[src/rtl/riscv_pkg.sv]
// Shared fetch-path types and constants: FSM encoding, NOP word, reset vector.
package riscv_pkg;

  localparam int unsigned XLEN     = 32;
  localparam int unsigned OPCODE_W = 7;

  localparam logic [XLEN-1:0] NOP_INSTR        = 32'h0000_0013;
  localparam logic [XLEN-1:0] RESET_PC_DEFAULT = 32'h0000_0000;

  typedef enum logic [1:0] {
    FETCH_REQ  = 2'd0,
    FETCH_WAIT = 2'd1,
    FETCH_HOLD = 2'd2
  } fetch_state_e;

  typedef struct packed {
    logic [XLEN-1:0] pc;
    logic [XLEN-1:0] instr;
  } fetch_pkt_t;

endpackage

[src/rtl/fetch_stage_if.sv]
// Instruction-memory request/response bus between the fetch stage and memory.
interface fetch_stage_if;
  import riscv_pkg::*;

  logic            imem_req_valid;
  logic            imem_req_ready;
  logic [XLEN-1:0] imem_addr;
  logic            imem_rsp_valid;
  logic [XLEN-1:0] imem_rsp_data;

  modport master (
    output imem_req_valid, imem_addr,
    input  imem_req_ready, imem_rsp_valid, imem_rsp_data
  );

  modport slave (
    input  imem_req_valid, imem_addr,
    output imem_req_ready, imem_rsp_valid, imem_rsp_data
  );

endinterface

[src/rtl/if_id_reg.sv]
// IF/ID pipeline register: flush beats load, load beats hold, otherwise the slot empties.
module if_id_reg
  import riscv_pkg::*;
(
  input  logic            clk,
  input  logic            rst,
  input  logic            load_i,
  input  logic            flush_i,
  input  logic            hold_i,
  input  fetch_pkt_t      pkt_i,
  output logic            valid_o,
  output logic [XLEN-1:0] pc_o,
  output logic [XLEN-1:0] instr_o
);

  logic            valid_q;
  logic [XLEN-1:0] pc_q;
  logic [XLEN-1:0] instr_q;

  always_ff @(posedge clk) begin
    if (rst) begin
      valid_q <= 1'b0;
      pc_q    <= '0;
      instr_q <= '0;
    end else if (flush_i) begin
      valid_q <= 1'b0;
    end else if (load_i) begin
      valid_q <= 1'b1;
      pc_q    <= pkt_i.pc;
      instr_q <= pkt_i.instr;
    end else if (!hold_i) begin
      valid_q <= 1'b0;
    end
  end

  assign valid_o = valid_q;
  assign pc_o    = pc_q;
  assign instr_o = instr_q;

endmodule

[src/rtl/fetch_stage.sv]
// Single-outstanding instruction fetch with redirect flush and a one-entry
// skid buffer for responses that land while decode is stalled.
module fetch_stage
  import riscv_pkg::*;
#(
  parameter logic [XLEN-1:0] RESET_PC = RESET_PC_DEFAULT
) (
  input  logic                clk,
  input  logic                rst,
  fetch_stage_if.master       imem,
  input  logic                stall,
  input  logic                redirect_valid,
  input  logic [XLEN-1:0]     redirect_pc,
  output logic                id_valid,
  output logic [XLEN-1:0]     id_pc,
  output logic [XLEN-1:0]     id_instr,
  output logic [OPCODE_W-1:0] id_opcode
);

  fetch_state_e    state_q, state_d;
  logic [XLEN-1:0] pc_q, pc_d;
  logic [XLEN-1:0] pending_pc_q, pending_pc_d;
  logic            drop_q, drop_d;
  fetch_pkt_t      buf_q, buf_d;

  logic            req_valid_c;
  logic            load_c;
  fetch_pkt_t      load_pkt_c;

  always_ff @(posedge clk) begin
    if (rst) begin
      state_q      <= FETCH_REQ;
      pc_q         <= RESET_PC;
      pending_pc_q <= '0;
      drop_q       <= 1'b0;
      buf_q        <= '{pc: '0, instr: NOP_INSTR};
    end else begin
      state_q      <= state_d;
      pc_q         <= pc_d;
      pending_pc_q <= pending_pc_d;
      drop_q       <= drop_d;
      buf_q        <= buf_d;
    end
  end

  always_comb begin
    state_d      = state_q;
    pc_d         = pc_q;
    pending_pc_d = pending_pc_q;
    drop_d       = drop_q;
    buf_d        = buf_q;
    req_valid_c  = 1'b0;
    load_c       = 1'b0;
    load_pkt_c   = buf_q;

    case (state_q)
      FETCH_REQ: begin
        // A redirect cycle never issues, so the request always carries the new target.
        req_valid_c = !redirect_valid;
        if (redirect_valid) begin
          pc_d = redirect_pc;
        end else if (imem.imem_req_ready) begin
          pending_pc_d = pc_q;
          pc_d         = pc_q + 32'd4;
          state_d      = FETCH_WAIT;
        end
      end
      FETCH_WAIT: begin
        if (imem.imem_rsp_valid) begin
          state_d = FETCH_REQ;
          if (drop_q || redirect_valid) begin
            drop_d = 1'b0;
            if (redirect_valid) pc_d = redirect_pc;
          end else if (!stall || !id_valid) begin
            load_c     = 1'b1;
            load_pkt_c = '{pc: pending_pc_q, instr: imem.imem_rsp_data};
          end else begin
            buf_d   = '{pc: pending_pc_q, instr: imem.imem_rsp_data};
            state_d = FETCH_HOLD;
          end
        end else if (redirect_valid) begin
          // Response still owed by memory; mark it stale instead of abandoning it.
          pc_d   = redirect_pc;
          drop_d = 1'b1;
        end
      end
      FETCH_HOLD: begin
        if (redirect_valid) begin
          pc_d    = redirect_pc;
          state_d = FETCH_REQ;
        end else if (!stall) begin
          load_c  = 1'b1;
          state_d = FETCH_REQ;
        end
      end
      default: state_d = FETCH_REQ;
    endcase
  end

  assign imem.imem_req_valid = req_valid_c && !rst;
  assign imem.imem_addr      = pc_q;

  if_id_reg u_if_id_reg (
    .clk     (clk),
    .rst     (rst),
    .load_i  (load_c),
    .flush_i (redirect_valid),
    .hold_i  (stall),
    .pkt_i   (load_pkt_c),
    .valid_o (id_valid),
    .pc_o    (id_pc),
    .instr_o (id_instr)
  );

  assign id_opcode = id_instr[OPCODE_W-1:0];

endmodule

[src/flat_wrapper.sv]
// flat-port wrapper written by rule: the top's interface ports become plain ports
module fetch_stage_flat import riscv_pkg::*;
#(
  parameter logic [XLEN-1:0] RESET_PC = RESET_PC_DEFAULT
)
  (clk, rst, stall, redirect_valid, redirect_pc, id_valid, id_pc, id_instr, id_opcode, imem_imem_req_valid, imem_imem_addr, imem_imem_req_ready, imem_imem_rsp_valid, imem_imem_rsp_data);
  fetch_stage_if imem_i ();
  input  logic clk;
  input  logic rst;
  input  logic stall;
  input  logic redirect_valid;
  input  logic [XLEN-1:0] redirect_pc;
  output logic id_valid;
  output logic [XLEN-1:0] id_pc;
  output logic [XLEN-1:0] id_instr;
  output logic [OPCODE_W-1:0] id_opcode;
  output wire logic [$bits(imem_i.imem_req_valid)-1:0] imem_imem_req_valid;
  output wire logic [$bits(imem_i.imem_addr)-1:0] imem_imem_addr;
  input wire logic [$bits(imem_i.imem_req_ready)-1:0] imem_imem_req_ready;
  input wire logic [$bits(imem_i.imem_rsp_valid)-1:0] imem_imem_rsp_valid;
  input wire logic [$bits(imem_i.imem_rsp_data)-1:0] imem_imem_rsp_data;
  assign imem_imem_req_valid = imem_i.imem_req_valid;
  assign imem_imem_addr = imem_i.imem_addr;
  assign imem_i.imem_req_ready = imem_imem_req_ready;
  assign imem_i.imem_rsp_valid = imem_imem_rsp_valid;
  assign imem_i.imem_rsp_data = imem_imem_rsp_data;
  fetch_stage #(.RESET_PC(RESET_PC)) u_core (.clk(clk), .rst(rst), .imem(imem_i), .stall(stall), .redirect_valid(redirect_valid), .redirect_pc(redirect_pc), .id_valid(id_valid), .id_pc(id_pc), .id_instr(id_instr), .id_opcode(id_opcode));
endmodule
[config.mk]
export PLATFORM = sky130hd
export DESIGN_NAME = fetch_stage_flat
export DESIGN_NICKNAME = d
export VERILOG_FILES = /design/src/rtl/riscv_pkg.sv /design/src/rtl/fetch_stage_if.sv /design/src/rtl/if_id_reg.sv /design/src/rtl/fetch_stage.sv /design/src/flat_wrapper.sv
export SDC_FILE = /design/constraint.sdc
export NUM_CORES = 1
export LEC_CHECK = 0
export ABC_CLOCK_PERIOD_IN_PS = 6750
export BUFFER_PORTS_ARGS = -buffer_cell sky130_fd_sc_hd__buf_2
export CORE_UTILIZATION = 49
export DETAILED_ROUTE_END_ITERATION = 7
export PLACE_DENSITY = 0.73
export SETUP_SLACK_MARGIN = 0.1
export SYNTH_ARGS = -nofsm -noshare
export SYNTH_HDL_FRONTEND = slang
export SYNTH_SLANG_ARGS = --single-unit
[constraint.sdc]
create_clock -name clk -period 6.75 [get_ports clk]
set_input_delay 0.3375 -clock clk [delete_from_list [all_inputs] [get_ports clk]]
set_output_delay 0.3375 -clock clk [all_outputs]
set_load 0.005 [all_outputs]
==> results.md <==
* DR vias at 7643
* CTS H-tree depth at 4
* Crit path max fanout at 70
* Final Skew at 0.00783 ns
* Largest net degree at the start of global routing at 118
* Max stage delay on crit path at 0.84 ns
* Total CTS buffers at 17
* Final setup TNS at 0 ns
* WL/cell at 14.8 um
* Sequential Power Share at 50.7%
* Worst-path clk slew at 0.07 ns
* I/O Pins at 175
* Main synth FF type: dfxtp_1
* Post-route DRC at 0
* Design Area, Final at 9860 um2
* Top cells by area, synth: dfxtp_1 (46%), nand2_1 (10%), mux2i_1 (7.6%)
* Largest family of logic cells by synthesized area: simple AND/OR/NAND/NOR gates
* Post-route clock period utilization at 53.5%
* Syn avg cell area at 8.17 um2
* PortBufs at 174
* Pins over their slew limit at 0
* Diodes inserted at 0
* Fin. Hold Viols at 0
* Drt initial violations at 462
* Worst r2r path cells at 8
* Adder-cell share of the synthesized area at 0.740%
* Final WL at 20400 um
* Mapped Area at 8460 um2
* Library cells used by synthesis at 57
* Share of the synthesized area in the top cell type at 46.4%
* Sequential cell area at 3920 um2
* Critical path startpoint category: flip-flop
* Initial Util at 50.6%
* Area Overhead vs Synth at 16.6%
* Post-Synth XOR/XNOR Area at 0%
* GP Congestion at 0.821
* Critical path class: reg2reg
* Fmax at 277 MHz
* Synth Instances at 1035
* FP Rows at 47
* Fin nets at 1222
* Cell taking the most area after synthesis: dfxtp_1
* CTS Buffer Depth at 2
* Slowest-stage cell, CP: nand4b_1
* Data required time at the worst endpoint at 7.07 ns
* Worst Tran Pin Value at 1.03 ns
* Fraction of layout cells with a size suffix above 1 at 19.1%
* Setup Buffers After CTS at 0
* Leak at 4.08 nW
* Tot GR Track Use at 23.0%
* Sink Count at 196
* Die height at 133 um
* Clk pwr share at 39.3%
* Post-synthesis compound-gate area fraction at 19.8%
* Placement Cell Area at 9310 um2
* Die width at 133 um
* Fin util at 59.1%
* CP Capture Type: flip-flop
* Crit-path most repeated cell: buf_4
* Core Box Area at 16700 um2
* DPL Wire Length at 13200 um
* First-pass GRT wire length at 33300 um
* Run status: finished, final reports clean
* Post-route ant nets at 0
* Power per cell area at 248 nW/um2
* Worst hold stages at 3
* Post-synthesis sequential area ratio at 46.4%
* Final setup fails at 0
* Relative slew slack at 31.2%
* Fraction of registers with async set/reset at 0%
* Fill cells at 1576
* Tot Pwr at 0.00245 W
* GRT Residual Overflow at 0
* Peak supply drop at 0.000180 V
* Sw Pwr at 0.000620 W
* CTS Hold Buffers Added at 0
* Die area at 17800 um2
* CTS root buf: clkbuf_16
* Initial antenna violation count at 0
* Data arrival, critical path at 3.93 ns
* Clock latency on the worst-skew pair at 0.42 ns
* CTS tree: done
* Post-synthesis mux area share at 7.84%
* Net Count, Synth at 1110
* Number of synthesized flops with an enable pin at 0
* Hold WC Path Type: in2reg
* Gate power share at 10.0%
* Area of the multi-input gates at 4110 um2
* Final min period at 3.61 ns
* Most common cell after layout, fill and taps aside: nand2_1
* CTS resizes at 0
* Vias per cell at 5.54
* Pint at 0.00183 W
* Most frequent cells in the layout: nand2_1 (230), dfxtp_1 (196), buf_2 (173)
* First drt pass iteration count at 5
* Yosys warning total at 0
* #FFs+latches synth at 196
* Post-synthesis simple-gate area fraction at 20.1%
* Vias in the first global route at 6652
* Max-Cap Viols at 0
* Switching share of total power at 25.4%
* Worst path cell trace: inv_1 -> ha_1 -> nand4b_1 -> a21boi_4 -> buf_4 -> buf_4 -> nor2_1 -> a211oi_1
* RSZ-0062 raised after global routing: no
-- per-layer routing --
metal	wire, um	part of all wire (%)	GRT usage (%)	up-vias
met2	9120	45	35.4	236
li1	-	-	-	3856
met5	0	0	0	-
met1	9880	49	33.1	3535
met3	1130	5.5	3.69	16
met4	231	1.1	6.88	0
-- through the flow --
step,setup WS [ns],hold slack [ns],cells
finish,3.14,0.145,1380
global route,2.83,0.154,1380
CTS,3.16,0.127,1380
detailed placement,3.10,0.446,1348
global placement,3.24,0.441,1348
floorplan,4.50,0.436,1035
-- cells by family after synthesis --
kind of cell             after synthesis
AO/OA/AOI/OAI                        263
adder cells (fa/ha/maj)                5
buffers and inverters                103
flip-flops                           196
multiplexers                          66
AND/OR/NAND/NOR                      402
-- registers in the layout (all words and copies together), names as in the netlist --
register / flops
u_core.state_q: 2
u_core.imem.imem_addr: 32
u_core.drop_q: 1
u_core.u_if_id_reg.valid_o: 1
u_core.buf_q: 64
u_core.u_if_id_reg.instr_o: 32
u_core.u_if_id_reg.pc_o: 32
u_core.pending_pc_q: 32
-- Yosys cell counts (3+ instances only) --
library cell and number:
nand3_1 20, buf_4 7, nand2_1 230, o21ai_0 19, and4_1 3, a32oi_1 5, a31oi_1 6, nor2_1 98
and2_1 3, nand2b_1 3, ha_1 5, mux2i_1 64, inv_1 13, nor3_1 10, buf_2 17, a21o_1 3
o41ai_1 4, dfxtp_1 196, o211ai_1 5, o32ai_1 3, nand4_1 11, o31ai_1 5, a21oi_1 121, a211oi_1 70
clkbuf_1 59, and3_1 3, buf_1 7, a311oi_1 3, or3_1 3, nor4_1 3
-- power by group through the flow --
stage / clock (W) / combinational, W / sequential, W
after CTS: 0.000981 / 0.000245 / 0.00124
after global placement: 0 / 0.000242 / 0.00126
after global routing: 0.00103 / 0.000273 / 0.00124
after detailed placement: 0 / 0.000244 / 0.00126
final: 0.000962 / 0.000245 / 0.00124
after floorplan: 0 / 0.000161 / 0.00125
-- critical path, delay by kind of cell, from the launching register on --
kind            cells  cell delay (ns)
buf+inv             3             1.23
simple gates        2             0.93
compound gates      2             0.60
flops               1             0.34
fa+ha+maj           1             0.33
-- final timing paths --
path / startpoint / to / slack [ns]
setup / recovery: u_core.state_q[1] / u_core.u_if_id_reg.pc_o[22] / 3.14
hold / removal: imem_imem_rsp_data[1] / u_core.buf_q[1] / 0.14
setup reg to reg: u_core.state_q[1] / u_core.u_if_id_reg.pc_o[22] / 3.14
hold reg to reg: u_core.buf_q[53] / u_core.buf_q[53] / 0.45
-- final cells by class --
type                       instances  area share [%]
clock inverter                     8           0.774
multi-input combinational        736            41.7
timing repair buffer             183            9.58
tap                              220            2.79
clock buffer                      24            4.88
sequential                       196            39.8
inverter                          13           0.495
Note: power is estimated with default switching activity, not from simulation.
